### src/rtl/kbbuf_fifo.sv
// kbbuf_fifo: show-ahead keyboard buffer FIFO between the SPI command decoder (push side) and the CPU (pop/status side)
module kbbuf_fifo #(
  parameter int DEPTH_LOG2 = 4,
  parameter int WIDTH      = 16
) (
  input  logic                  clk,
  input  logic                  reset,
  input  logic [WIDTH-1:0]      kbbuf_data,
  input  logic                  kbbuf_wren,
  input  logic                  rd_pop,
  input  logic                  clear,
  input  logic                  ovf_clr,
  output logic [WIDTH-1:0]      rd_data,
  output logic                  empty,
  output logic                  full,
  output logic [DEPTH_LOG2:0]   count,
  output logic                  overflow,
  output logic                  irq
);
  localparam int DEPTH = 1 << DEPTH_LOG2;
  logic [WIDTH-1:0] mem [DEPTH];
  logic [DEPTH_LOG2-1:0] wr_ptr, rd_ptr;
  logic pop_eff, push_ok, drop;
  assign empty   = count == '0;
  assign full    = count == (DEPTH_LOG2+1)'(DEPTH);
  assign pop_eff = rd_pop && !empty;
  assign push_ok = kbbuf_wren && (!full || pop_eff);
  assign drop    = kbbuf_wren && full && !pop_eff;
  assign rd_data = empty ? '0 : mem[rd_ptr];
  assign irq     = !empty || overflow;
  always_ff @(posedge clk or posedge reset) begin
    if (reset) begin
      wr_ptr   <= '0;
      rd_ptr   <= '0;
      count    <= '0;
      overflow <= 1'b0;
    end else if (clear) begin
      wr_ptr   <= '0;
      rd_ptr   <= '0;
      count    <= '0;
      overflow <= 1'b0;
    end else begin
      if (push_ok) wr_ptr <= wr_ptr + 1'b1;
      if (pop_eff) rd_ptr <= rd_ptr + 1'b1;
      count    <= (push_ok && !pop_eff) ? count + 1'b1 :
                  (pop_eff && !push_ok) ? count - 1'b1 : count;
      overflow <= drop || (overflow && !ovf_clr);
    end
  end
  always_ff @(posedge clk) begin
    if (!reset && !clear && push_ok) mem[wr_ptr] <= kbbuf_data;
  end
endmodule
### config.mk
export PLATFORM = sky130hd
export DESIGN_NAME = kbbuf_fifo
export DESIGN_NICKNAME = d
export VERILOG_FILES = /design/src/rtl/kbbuf_fifo.sv
export SDC_FILE = /design/constraint.sdc
export NUM_CORES = 1
export LEC_CHECK = 0
export ABC_AREA = 0
export CORE_ASPECT_RATIO = 0.5
export CORE_MARGIN = 10
export CORE_UTILIZATION = 60
export CTS_CLUSTER_DIAMETER = 40
export DETAILED_ROUTE_END_ITERATION = 6
export GPL_ROUTABILITY_DRIVEN = 0
export GPL_TIMING_DRIVEN = 1
export PLACE_DENSITY = 0.84
export SYNTH_ARGS = -nofsm -noshare
export SYNTH_HDL_FRONTEND = slang
export SYNTH_SLANG_ARGS = --single-unit
### constraint.sdc
create_clock -name clk -period 3.5 [get_ports clk]
set_input_delay 0.35 -clock clk [delete_from_list [all_inputs] [get_ports clk]]
set_output_delay 0.35 -clock clk [all_outputs]
set_load 0.02 [all_outputs]
# == Word-level counts from Yosys, hierarchy flattened ==
# Memories as Yosys holds them, arrays and structs flattened.
# Cells that the tools add are included.
# classes
reduce_logical,23
add_sub_neg,4
n_mux,11
n_eq_ne,1
# ops
op,count
2-to-1 mux 16 bit,1
2-to-1 mux 4 bit,4
2-to-1 mux 5 bit,3
logical AND 1 bit,9
adder 4 x 1 -> 4 bit (second input constant),2
zero test 1 bit,7
adder 5 x 1 -> 5 bit (second input constant),1
== test 5 bit (second input constant),1
zero test 5 bit,1
subtractor 5 x 1 -> 5 bit (second input constant),1
nonzero test 2 bit,2
logical OR 1 bit,3
2-to-1 mux 1 bit,3
nonzero test 3 bit,1
# totals
reg_bits,14
ram_bits,256
mem_count,1
out_inout_bits,25
in_bits,22
# mem_list
memory,words,width,read_ports,rd_clocked_by_memory_dff,wr,line_no,text
mem,16,16,1,0,1,21,logic [WIDTH-1:0] mem [DEPTH];

# == Longest topological paths before layout ==
# Gate-level depths: netlist of the first run.
# depth
word_depth,10
mapped_depth,7

# == Least setup slack after synthesis of the first run ==
# Ideal clock, no wire load.
# synth_path
path_kind,register to register
from,reg count[4]
to,"mem mem[3][0], enable pin"
path_slack_ps,663
path_stages_with_launch,5
path_buffers,0
arrival_time_ps,2428
setup_ps,409
path_cell_list,dfrtp_1 -> nor2b_1 -> a2111oi_2 -> nand2_1 -> nor3_1
# synth_via
elab_chain_cells,8
word_cells_on_any_way,10
cone_classes,1 x eq/ne; 2 x mux; 7 x reduce/logical
# synth_rtl
element,line_no,text
start: declaration,16,"output logic [DEPTH_LOG2:0] count,"
start signal: assignment,45,count <= (push_ok && !pop_eff) ? count + 1'b1 :
zero test 5 bit,24,assign empty = count == '0;
zero test 1 bit,26,assign pop_eff = rd_pop && !empty;
logical AND 1 bit,26,
logical OR 1 bit (*),27,assign push_ok = kbbuf_wren && (!full || pop_eff);
logical AND 1 bit (*),27,
logical AND 1 bit (*),51,if (!reset && !clear && push_ok) mem[wr_ptr] <= kbbuf_data;
2-to-1 mux 1 bit (*),51,
2-to-1 mux 1 bit (implied by the code) (*),51,
end: declaration,21,
# Mark *: on every way between the ends. The rest lies on a longest branch, timed or not.

# == Final worst setup path of the first run ==
# layout_path
from,reg rd_ptr[1]
to,out rd_data[10]
# layout_via
elab_chain_cells,2
# layout_rtl
element,line_no,text
start: declaration,22,"logic [DEPTH_LOG2-1:0] wr_ptr, rd_ptr;"
start signal: assignment,44,if (pop_eff) rd_ptr <= rd_ptr + 1'b1;
memory (16 x 16 bit),n/a,
2-to-1 mux 16 bit,29,assign rd_data = empty ? '0 : mem[rd_ptr];
end: declaration,13,"output logic [WIDTH-1:0] rd_data,"
# Every way passes these cells.

==> results.tsv, run 1 <==
metric	value	unit
top-count cell post-synth	edfxtp_1	
detailed-route vias per instance	6.54	
data required time at the worst endpoint	3.15	ns
detail-routed net length per standard cell	27.8	µm
combined area of all synthesized cells	0.0108	mm²
power density of the placed cells	664	mW/mm²
top fanout value on the critical path	17	
worst-case clock skew	0.0147	ns
slew at the pin closest to its max-slew limit	0.773	ns
total global-route track usage	0.197	
DIE WIDTH	210	µm
boundary pin count	47	
cell type contributing the most total cell area after synthesis	edfxtp_1	
Placed Instance Area	0.0117	mm²
NumNets Final	641	
outcome	finished clean	
first-pass detailed-route iteration total	5	
largest cells by area after synthesis	edfxtp_1, mux4_2, dfrtp_1	
first-pass GRT wire length	35600	µm
number of fill cells in the layout	1036	
routed vias	5611	
number of synthesized register bits	270	
most common library cells after synthesis	edfxtp_1, mux4_2, a211oi_1	
clock tree from TritonCTS	built	
Peak VDD IR	0.425	mV
Slew Limit Headroom	0.470	
net count after synthesis	564	
number of H-tree levels	1	
Synthesis Warnings	0	
maximum clock frequency	300	MHz
count of antenna-violating nets left after detailed routing	0	
class of the most critical setup path	reg2out	
final antenna diode count	0	
Max clock buf depth	3	
overall overflow remaining after global route	0	
crit path buf inv count	2	
clock buffers created by TritonCTS	23	
max-slew violations	0	
final instance area	0.0125	mm²
Final min period	3.33	ns
Period Utilization, post-route	0.952	
cell leakage power	0.00392	µW
row count	34	
number of global-route vias before repair	5660	
HPWL after detailed placement	12900	µm
P&R area growth vs syn	15.4	%
area share of the largest cell type after synthesis	0.709	
Die Ht	115	µm
source-to-sink clock delay at the later pin of the worst-skew pair	0.51	ns
number of distinct library cells after synthesis	40	
setup repair after global routing missed its margin	no	
drt initial violations	672	
gate count after technology mapping	532	
number of hold-slack violations in the final timing report	0	
launching element type of the critical path	flip-flop	
clock transition at the registers of the reported paths	0.06	ns
Core Box Area	0.0175	mm²
endpoint arrival time on the critical path	2.98	ns
Post-synth ARST share	0.0519	
critical-path cell with the highest stage delay	clkdlybuf4s50_1	
EDFF count, synth	256	
effective utilization at floorplan	0.618	
maximum number of pins on one net before global-route repair	51	
primary flip-flop cell chosen by synthesis mapping	edfxtp_1	
cell family with the largest share of critical-path delay	buffers and inverters	
delay contributed by the slowest stage of the critical path	0.60	ns
CP endpoint kind	output port	
clock net sink count	270	
initial antenna violation count	0	
wire length after detailed routing	23800	µm
setup total negative slack	0	ns
sequential cell area fraction in the yosys report	0.742	
most frequent CP cell	a211oi_1	
ratio of cells with drive above 1 in the final layout	0.252	
clock root buffer	clkbuf_16	
Synth Area per Inst	20.4	µm²
max-cap violation count	0	
die outline area	0.0242	mm²
total DRC errors in the routed layout	0	
path type of the worst min-delay path	in2async	
quantity of I/O buffers inserted on ports	46	
# setup viols final	0	
worst path cell trace	buf_12, mux4_2, nor2b_1, a211oi_1, a211oi_1, clkdlybuf4s50_1	
[registers in the layout (all words and copies together) (netlist names)]
name / count
overflow: 1
rd_ptr: 4
count: 5
wr_ptr: 4
mem: 256
[power breakdown]
group	internal (µW)	total, µW	switching, µW
sequential	3590	3740	152
clock	1270	2360	1090
combinational	1080	2200	1110
total	5950	8300	2360
[cell families (layout without fill, tap and decap cells)]
logic type,after synthesis,count (layout),share of synthesized area
buffers and inverters,37,129,0.0158
AOI/OAI and AO/OA,54,54,0.0380
and+or+nand+nor,72,72,0.0368
DFF,270,270,0.742
muxes,83,83,0.151
xor gates and xnor gates,6,6,0.00485
adders and majority gates,10,10,0.0122
[timing repair]
item / in CTS / in global routing
setup buffers: 2 / 5
hold buffers: 0 / 0
endpoints found under the setup margin: 10 / 2
gates resized for setup: 0 / 0
[final timing paths]
check / cells after the start / endpoint / slack (ns) / from
max: 6 / rd_data[10] / 0.17 / rd_ptr[1]
max in group asynchronous: 2 / rd_ptr[0] / 2.78 / reset
max reg2reg: 7 / count[4] / 0.60 / count[0]
min in group clk: 4 / overflow / 0.47 / ovf_clr
min: 2 / rd_ptr[2] / 0.27 / reset
min reg2reg: 2 / overflow / 0.55 / overflow
[layer usage]
layer	wire length, µm	GRT usage	vias to the layer above
met4	795	0.0767	0
met3	2640	0.0447	61
met2	11200	0.308	344
met5	0	0	-
li1	-	-	2345
met1	9170	0.269	2861
[per-stage QoR]
| step | hold WS [ns] | cells | utilization | total power (µW) | setup slack [ns] |
|---|---|---|---|---|---|
| global route | 0.327 | 858 | 0.714 | 8650 | 0.0823 |
| detailed placement | 0.543 | 811 | 0.670 | 5900 | 0.443 |
| CTS | 0.275 | 853 | 0.711 | 8310 | 0.0986 |
| finish | 0.271 | 858 | 0.714 | 8300 | 0.170 |
| global placement | 0.507 | 811 | 0.670 | 5860 | 0.456 |
| floorplan | 0.239 | 532 | - | 5170 | 0.663 |
[placed cells by master, fill, tap and decap left out, types with 5 or more instances in the layout]
cell type,n
nor2_2,11
clkbuf_16,23
nor2_1,11
ha_1,9
a211oi_1,34
buf_4,32
clkinv_1,8
mux2i_1,19
clkdlybuf4s50_1,46
inv_1,6
edfxtp_1,256
nor2b_1,19
mux4_2,64
nand2_1,6
nand2b_1,5
dfrtp_1,11
[final cells by class]
type / count / area (µm²) / area share
Timing Repair Buffer: 83 / 792 / 0.0633
Sequential cell: 270 / 8050 / 0.643
Tap cell: 234 / 293 / 0.0234
Multi-Input combinational cell: 225 / 2670 / 0.214
Inverter: 6 / 22.5 / 0.00180
Clock inverter: 16 / 104 / 0.00830
Clock buffer: 24 / 579 / 0.0463
No activity file was read; power rests on OpenSTA's default activity.
==> run 2: changes to the inputs <==
--- a/config.mk
+++ b/config.mk
@@ -6,14 +6,16 @@
 export NUM_CORES = 1
 export LEC_CHECK = 0
 export ABC_AREA = 0
+export CAP_MARGIN = 25
 export CORE_ASPECT_RATIO = 0.5
 export CORE_MARGIN = 10
-export CORE_UTILIZATION = 60
+export CORE_UTILIZATION = 45
 export CTS_CLUSTER_DIAMETER = 40
 export DETAILED_ROUTE_END_ITERATION = 6
 export GPL_ROUTABILITY_DRIVEN = 0
 export GPL_TIMING_DRIVEN = 1
-export PLACE_DENSITY = 0.84
+export PLACE_DENSITY = 0.67
+export SKIP_CTS_REPAIR_TIMING = 1
 export SYNTH_ARGS = -nofsm -noshare
 export SYNTH_HDL_FRONTEND = slang
 export SYNTH_SLANG_ARGS = --single-unit
==> results.tsv, run 2 (synthesized netlist as in run 1, its figures left out) <==
metric	value	unit
first-pass GRT wire length	35000	µm
max-cap violation count	0	
register with the most flip-flops	mem	
most frequent CP cell	a211oi_1	
effective utilization at floorplan	0.455	
total global-route track usage	0.150	
path type of the worst min-delay path	in2async	
setup repair after global routing missed its margin	no	
maximum number of pins on one net before global-route repair	28	
internal power consumption	6240	µW
row count	40	
first-pass detailed-route iteration total	6	
Period Utilization, post-route	0.956	
Clk network pwr share	0.318	
boundary pin count	47	
total net switching power	2450	µW
NumNets Final	650	
count of antenna-violating nets left after detailed routing	0	
quantity of I/O buffers inserted on ports	46	
overall overflow remaining after global route	0	
# setup viols final	0	
clock buffers created by TritonCTS	27	
detail-routed net length per standard cell	24.4	µm
routed length on met3	1700	µm
clock root buffer	clkbuf_16	
P&R area growth vs syn	18.3	%
endpoint arrival time on the critical path	3.00	ns
top library cells by usage in the layout, fill and taps aside	edfxtp_1, mux4_2, clkdlybuf4s50_1	
critical-path cell with the highest stage delay	clkdlybuf4s50_1	
power density of the placed cells	679	mW/mm²
top fanout value on the critical path	12	
leading cell type in the layout, fill and taps excluded	edfxtp_1	
HPWL after detailed placement	14700	µm
sequential share of power	0.430	
wire length the detailed router placed on met1	10300	µm
launching element type of the critical path	flip-flop	
source-to-sink clock delay at the later pin of the worst-skew pair	0.53	ns
setup total negative slack	0	ns
detailed-route vias per instance	5.76	
switching share of total power	0.282	
number of hold-slack violations in the final timing report	0	
number of global-route vias before repair	5576	
cell leakage power	0.00402	µW
worst-case clock skew	0.0124	ns
wire length on met2	10900	µm
total DRC errors in the routed layout	0	
routed vias	5501	
DIE WIDTH	239	µm
Peak VDD IR	0.404	mV
top routing layer used	met4	
max-slew violations	0	
post-layout power	8700	µW
slew at the pin closest to its max-slew limit	0.847	ns
CP endpoint kind	output port	
Slew Limit Headroom	0.419	
Die Ht	130	µm
Max clock buf depth	3	
class of the most critical setup path	reg2out	
Core Box Area	0.0238	mm²
number of H-tree levels	1	
clock tree from TritonCTS	built	
maximum clock frequency	299	MHz
outcome	finished clean	
die outline area	0.0311	mm²
drt initial violations	430	
wire length after detailed routing	23300	µm
Final min period	3.35	ns
power share of the combinational group	0.251	
ratio of cells with drive above 1 in the final layout	0.266	
number of fill cells in the layout	1835	
delay contributed by the slowest stage of the critical path	0.70	ns
clock net sink count	270	
data required time at the worst endpoint	3.15	ns
worst path cell trace	buf_16, mux4_2, nor2b_1, a211oi_1, a211oi_1, clkdlybuf4s50_1	
clock transition at the registers of the reported paths	0.06	ns
initial antenna violation count	1	
largest registers	mem: 256 flops, count: 5 flops	
number of flip-flops under the largest register name	256	
run 2: changes by cell type in the layout (fill, tap and decap cells not counted), sizes merged:
cell / change
clkbuf: +9
buf: +5
bufinv: +1
clkinv: -1
clkinvlp: +1
diode: +1
run 2: per-layer routing:
layer | vias to the layer above | global-route usage
met3 | 23 | 0.0316
met2 | 192 | 0.242
met5 | - | 0
li1 | 2377 | -
met4 | 0 | 0.0283
met1 | 2909 | 0.210
run 2: power by group through the flow:
stage	combinational, µW	sequential (µW)	clock, µW
CTS	2190	3760	2820
finish	2190	3740	2770
global placement	2150	3820	0
global route	2360	3760	2960
detailed placement	2180	3830	0
floorplan	1440	3730	0
run 2: area by class of cell:
type	count	area, µm²	area share
multi-input combinational	225	2680	0.209
antenna	1	2.50	0.000195
clock inverter	17	153	0.0119
timing repair buffer	88	821	0.0640
tap	315	394	0.0307
inverter	6	22.5	0.00176
clock buffer	33	698	0.0545
sequential	270	8050	0.628
run 2: worst max-delay path: cells and delay by family (launching register included):
family / cells / cell delay, ns
DFF: 1 / 0.62
AOI/OAI and AO/OA: 2 / 0.47
and+or+nand+nor: 1 / 0.14
muxes: 1 / 0.32
buffers and inverters: 2 / 0.92
run 2: through the flow:
stage                     hold slack [ns]  area [µm²]  utilization  instances  worst slack (ns)
after floorplan                     0.239       10800            -        532             0.663
after global placement              0.528       11900        0.501        903             0.559
after detailed placement            0.528       11900        0.501        903             0.531
after CTS                           0.308       12800        0.537        953           0.00384
after global routing                0.334       12800        0.538        955           0.00979
final                               0.282       12800        0.538        955             0.154
run 2: path summary, 6_finish.rpt:
check,from,to,slack (ns),cells past startpoint
min in group clk,ovf_clr,overflow,0.44,4
max in group asynchronous,reset,rd_ptr[1],2.79,2
hold / removal,reset,rd_ptr[0],0.28,2
setup / recovery,rd_ptr[1],rd_data[11],0.15,6
setup reg to reg,count[0],count[4],0.54,7
hold reg to reg,overflow,overflow,0.53,2
